## config.mk

```make
export PLATFORM = sky130hd
export DESIGN_NAME = rect_launch_ctl
export DESIGN_NICKNAME = d
export VERILOG_FILES = /design/src/rtl/rect_pkg.sv /design/src/rtl/vga_pkg.sv /design/src/rtl/rect_tick_gen.sv /design/src/rtl/rect_launch_ctl.sv
export SDC_FILE = /design/constraint.sdc
export NUM_CORES = 1
export LEC_CHECK = 0
export CELL_PAD_IN_SITES_DETAIL_PLACEMENT = 1
export CELL_PAD_IN_SITES_GLOBAL_PLACEMENT = 1
export CORE_ASPECT_RATIO = 1.1
export CORE_MARGIN = 2
export CORE_UTILIZATION = 35
export CTS_BUF_LIST = sky130_fd_sc_hd__clkbuf_16
export CTS_CLUSTER_DIAMETER = 30
export DETAILED_ROUTE_END_ITERATION = 10
export PLACE_DENSITY_LB_ADDON = 0.1
export SYNTH_ARGS = -nofsm -noshare
export SYNTH_HDL_FRONTEND = slang
export SYNTH_SLANG_ARGS = --single-unit
```

## constraint.sdc

```tcl
create_clock -name clk40MHz -period 3.05 [get_ports clk40MHz]
set_clock_uncertainty 0.2 [all_clocks]
set_input_delay 0.305 -clock clk40MHz [delete_from_list [all_inputs] [get_ports clk40MHz]]
set_output_delay 0.305 -clock clk40MHz [all_outputs]
set_load 0.02 [all_outputs]
```

## src/rtl/rect_pkg.sv

```systemverilog
// Shared rectangle-sprite types and sizes used by the motion controllers and draw_rect.
package rect_pkg;

  typedef enum logic [1:0] {
    IDLE     = 2'd0,
    RISE     = 2'd1,
    APEX     = 2'd2,
    WAIT_REL = 2'd3
  } motion_state_t;

  localparam int RECT_WIDTH  = 48;
  localparam int RECT_HEIGHT = 64;

  localparam int TICK_CNT_W = 19;
  localparam int VEL_W      = 8;

endpackage

```

## src/rtl/vga_pkg.sv

```systemverilog
// Display timing constants shared by the sprite controllers and the renderer.
package vga_pkg;

  localparam int HOR_PIXELS = 800;
  localparam int VER_PIXELS = 600;

endpackage

```

## src/rtl/rect_tick_gen.sv

```systemverilog
// Motion tick generator: one-cycle tick every TICK_CYCLES clocks while enabled.
module rect_tick_gen
  import rect_pkg::*;
#(
  parameter int TICK_CYCLES = 400000
) (
  input  logic clk40MHz,
  input  logic rst,
  input  logic en,
  output logic tick
);

  logic [TICK_CNT_W-1:0] cnt;

  assign tick = en && (cnt == TICK_CNT_W'(TICK_CYCLES - 1));

  // Held at zero while disabled so every enable starts a full period.
  always_ff @(posedge clk40MHz) begin
    if (rst || !en) begin
      cnt <= '0;
    end else if (tick) begin
      cnt <= '0;
    end else begin
      cnt <= cnt + TICK_CNT_W'(1);
    end
  end

endmodule

```

## src/rtl/rect_launch_ctl.sv

```systemverilog
// Launch controller: rectangle rests on the floor following mouse X, a click
// throws it upward with decelerating velocity until apex or ceiling.
//
// state    | meaning
// IDLE     | on floor, xpos tracks mouse X
// RISE     | moving up, velocity decremented every tick
// APEX     | stopped at apex/ceiling, waiting for click
// WAIT_REL | click seen at apex, waiting for button release
module rect_launch_ctl
  import rect_pkg::*;
  import vga_pkg::*;
#(
  parameter int TICK_CYCLES = 400000,
  parameter int V0          = 32,
  parameter int Y_FLOOR     = VER_PIXELS - RECT_HEIGHT,
  parameter int Y_CEIL      = 0,
  parameter int X_MAX       = HOR_PIXELS - RECT_WIDTH
) (
  input  logic        clk40MHz,
  input  logic        rst,
  input  logic        mouse_left,
  input  logic [11:0] mouse_xpos,
  input  logic [11:0] mouse_ypos,
  output logic [11:0] xpos,
  output logic [11:0] ypos,
  output logic        rising,
  output logic        at_apex
);

  localparam logic [11:0]      Y_FLOOR_V = 12'(Y_FLOOR);
  localparam logic [11:0]      Y_CEIL_V  = 12'(Y_CEIL);
  localparam logic [11:0]      X_MAX_V   = 12'(X_MAX);
  localparam logic [VEL_W-1:0] V0_V      = VEL_W'(V0);

  motion_state_t     state;
  logic [VEL_W-1:0]  velocity;
  logic              mouse_left_d;
  logic              click;
  logic              tick;
  logic              tick_en;
  logic signed [12:0] y_tmp;
  logic [11:0]       x_clamped;
  logic              unused_mouse_ypos;

  assign unused_mouse_ypos = ^mouse_ypos;

  assign click     = mouse_left & ~mouse_left_d;
  assign tick_en   = (state == RISE);
  assign x_clamped = (mouse_xpos > X_MAX_V) ? X_MAX_V : mouse_xpos;
  // Signed so an overshoot past the ceiling shows up as negative.
  assign y_tmp     = $signed({1'b0, ypos}) - $signed({{(13 - VEL_W){1'b0}}, velocity});

  rect_tick_gen #(
    .TICK_CYCLES(TICK_CYCLES)
  ) u_tick (
    .clk40MHz(clk40MHz),
    .rst     (rst),
    .en      (tick_en),
    .tick    (tick)
  );

  always_ff @(posedge clk40MHz) begin
    if (rst) begin
      state        <= IDLE;
      velocity     <= '0;
      mouse_left_d <= 1'b0;
      xpos         <= '0;
      ypos         <= Y_FLOOR_V;
      rising       <= 1'b0;
      at_apex      <= 1'b0;
    end else begin
      mouse_left_d <= mouse_left;
      case (state)
        IDLE: begin
          ypos    <= Y_FLOOR_V;
          at_apex <= 1'b0;
          if (click) begin
            state    <= RISE;
            velocity <= V0_V;
            rising   <= 1'b1;
          end else begin
            xpos   <= x_clamped;
            rising <= 1'b0;
          end
        end
        RISE: begin
          if (tick) begin
            if (y_tmp <= $signed(13'(Y_CEIL))) begin
              ypos     <= Y_CEIL_V;
              velocity <= '0;
              state    <= APEX;
              rising   <= 1'b0;
              at_apex  <= 1'b1;
            end else begin
              ypos     <= y_tmp[11:0];
              velocity <= velocity - VEL_W'(1);
              if (velocity == VEL_W'(1)) begin
                state   <= APEX;
                rising  <= 1'b0;
                at_apex <= 1'b1;
              end else begin
                rising  <= 1'b1;
                at_apex <= 1'b0;
              end
            end
          end else begin
            rising  <= 1'b1;
            at_apex <= 1'b0;
          end
        end
        APEX: begin
          rising <= 1'b0;
          if (click) begin
            state   <= WAIT_REL;
            at_apex <= 1'b0;
          end else begin
            at_apex <= 1'b1;
          end
        end
        WAIT_REL: begin
          rising  <= 1'b0;
          at_apex <= 1'b0;
          if (!mouse_left) begin
            state <= IDLE;
            ypos  <= Y_FLOOR_V;
          end
        end
        default: begin
          state    <= IDLE;
          velocity <= '0;
          xpos     <= '0;
          ypos     <= Y_FLOOR_V;
          rising   <= 1'b0;
          at_apex  <= 1'b0;
        end
      endcase
    end
  end

endmodule

```

==> summary.txt <==
Finish
  • Multi-input logic area: 0.001856 sq mm
  • Utilization after layout: 0.4571
  • Synthesis-to-layout area growth: 25.94%
  • Most frequent cells in the layout: dfxtp_1, nor2_1, clkdlybuf4s50_1, nand2_1, inv_1
  • Seq. cell area: approximately 0.0011 sq mm
  • Share of cells above drive strength 1: 0.09390
  • Antenna Cells: 0
  • Net count, final: around 470
  • Fill cells: 1015
  • Commonest non-fill, non-tap cell in the layout: dfxtp_1

Floorplan
  • CORE AREA: ~0.0085 sq mm
  • Die Wd: about 93 microns
  • Die Ht: between 100 and 150 microns
  • Die ar.: 0.009531 sq mm
  • Ports: 53
  • Site Rows: 35
  • Initial Util: 0.3630

Detailed routing
  • Total number of vias: roughly 2900
  • Detail Route Antenna Nets: 0
  • Detailed Route Iter0 Violations: roughly 80
  • Vias per cell: ~5.3
  • DRC: 0
  • Final WL: roughly 8400 microns
  • Wire per inst: 15.72 microns
  • First-pass DRT Iterations: 4

Logic synthesis
  • Post-synthesis sequential area ratio: 0.3654
  • Distinct cells, synth: about 60
  • Ys Warns: 0
  • Ys async rst share: 0
  • Syn Std Cell Area: just over 0.003 sq mm
  • Post-synth EDFFs: 0
  • Syn_area_per_cell: around 8.3 sq um
  • Top FF cell, synth: dfxtp_1
  • Flops & latches, synth: between 50 and 60
  • Net Count, Synth: 416
  • Cells after Synth: between 300 and 400

Power
  • Max rail drop VDD: about 0.00028 V
  • Pwr Density: about 1000 mW/mm^2
  • P_leak: about 1.5 nW

Setup path
  • Crit-path max cell delay: 0.38 ns
  • Critical-path maximum fanout: 6
  • Critical path class: reg2reg
  • Crit-path cells: inv_1 > ha_1 > inv_1 > fa_2 > a211oi_4 > or2_4 > a32o_2 > mux2_4 > nand4_4 > nand3_2 > buf_4 > o31ai_1
  • Crit path DAT: approximately 3.0 ns
  • CP startpoint kind: flip-flop
  • Critical Path Slowest Stage Cell: fa_2
  • Required time of the critical path: 3.05 ns
  • CP endpoint kind: flip-flop
  • CP dominant cell by count: inv_1

Clocking
  • Number of CTS-inserted buffers: 5
  • Clk root buf: clkbuf_16
  • Clock transition at path regs: approximately 0.07 ns
  • Hold Buf Count CTS: 0
  • Clock Path Buffers: 2
  • H-tree lvl count: 2
  • CTS tree: yes
  • Worst skew pair latency: 0.29 ns
  • Clk sink count: 56

Placement
  • Number of I/O port buffers: 40
  • Placer Congestion: 0.8127
  • Pre-CTS setup slack: between 0.07 and 0.08 ns
  • DP HPWL: around 6400 microns

Hold path
  • Hold WC Path Type: reg2reg

Outcome
  • Status: completed

STA
  • Max-slew violation count: 0
  • Endpoints failing hold: 0
  • Final Cycle Share: 0.9654
  • Hold slack: around 0.25 ns
  • Slew margin rel.: 0.5876
  • Worst-margin pin slew: 0.6172 ns
  • Fin crit period: ~2.9 ns
  • Final worst slack: roughly 0.11 ns
  • FMAX: between 300 and 400 MHz
  • Setup TNS: 0 ns
  • Setup violations, final: 0

GRT
  • Initial antenna violation count: 0
  • First-pass GRT wire length: about 14000 microns
  • Remaining Overflow, GRT: 0
  • Pin count of the biggest net entering global routing: 19
  • Tot GR Track Use: 0.1834
  • Vias in the first global route: 2878

Run
  • Max_cap viols: 0
per-stage QoR:
stage | cells | area, sq um | total power [W]
floorplan | 371 | 3068 | 0.002487
global placement | 529 | 3692 | 0.003187
detailed placement | 529 | 3692 | 0.003233
CTS | 536 | 3830 | 0.003818
global route | 537 | 3864 | 0.004184
finish | 537 | 3864 | 0.003856
final timing paths:
check | depth (start not counted) | from | end | slack (ns)
worst min register to register | 1 | u_tick.cnt[0] | u_tick.cnt[0] | 0.25
worst max register to register | 12 | ypos[0] | ypos[2] | 0.11
worst max-delay path | 12 | ypos[0] | ypos[2] | 0.11
worst min-delay path | 1 | u_tick.cnt[0] | u_tick.cnt[0] | 0.25
synthesized netlist by cell type (all sizes together) (4+ instances only):
cell     n  area [sq um]
a31oi    7         43.79
nand4   11         83.83
xor2    10         87.58
a21oi   18         90.09
and3     8         50.05
o21a     4         30.03
clkbuf   7         26.28
nor2    50         187.7
o21ai   16         80.08
xnor2    9         78.83
dfxtp   56          1121
a211oi   4         35.03
or3      4         25.02
nor2b    5         31.28
inv     21         78.83
nand3   18         95.09
nand2   32         130.1
a22oi    5         37.54
and2     5         33.78
o31ai    9         67.56
nor3     9         45.04
ha      17         212.7
nand2b   5         31.28
kinds of logic after synthesis:
kind of cell,synth area share
simple gates,0.2626
compound gates,0.1933
flops,0.3654
buf+inv,0.03711
xor+xnor,0.05424
fa+ha+maj,0.07586
mux,0.01142
state kept, by name, indices dropped and copies added (netlist names):
name          flops
at_apex           1
mouse_left_d      1
rising            1
state             2
u_tick.cnt       19
velocity          8
xpos             12
ypos             12
routing by layer:
metal  GRT usage  wire (microns)  up-vias
met5           0               0        -
met4     0.04525              59        0
met3     0.03097             243        4
met2      0.3033            3964       46
met1      0.2506            4171     1377
li1            -               -     1435
cell type report:
class / instances / share of cell area
multi-input combinational: 285 / 0.4802
inverter: 21 / 0.02040
clock buffer: 5 / 0.03238
tap: 111 / 0.03595
sequential: 56 / 0.2902
timing repair buffer: 57 / 0.1376
clock inverter: 2 / 0.003238
worst max-delay path: cells and delay by family, from the launching register on:
| family | cells | cell delay (ns) |
|---|---|---|
| flip-flops | 1 | 0.32 |
| AND/OR/NAND/NOR | 3 | 0.45 |
| adder cells (fa/ha/maj) | 2 | 0.53 |
| AO/OA/AOI/OAI | 3 | 0.70 |
| multiplexers | 1 | 0.33 |
| buffers and inverters | 3 | 0.33 |
power by group:
| part | internal, W | switching [W] | total, W |
|---|---|---|---|
| Sequential | 0.000848 | 0.0000958 | 0.000943 |
| Combinational | 0.000999 | 0.00134 | 0.00234 |
| Clock | 0.000300 | 0.000269 | 0.000569 |
| Total | 0.00215 | 0.00171 | 0.00386 |
repair_timing:
action                     CTS  global route
resized for setup            0             8
setup buffers                0             1
setup endpoints to repair    0            19
(Power assumes the default switching activity.)
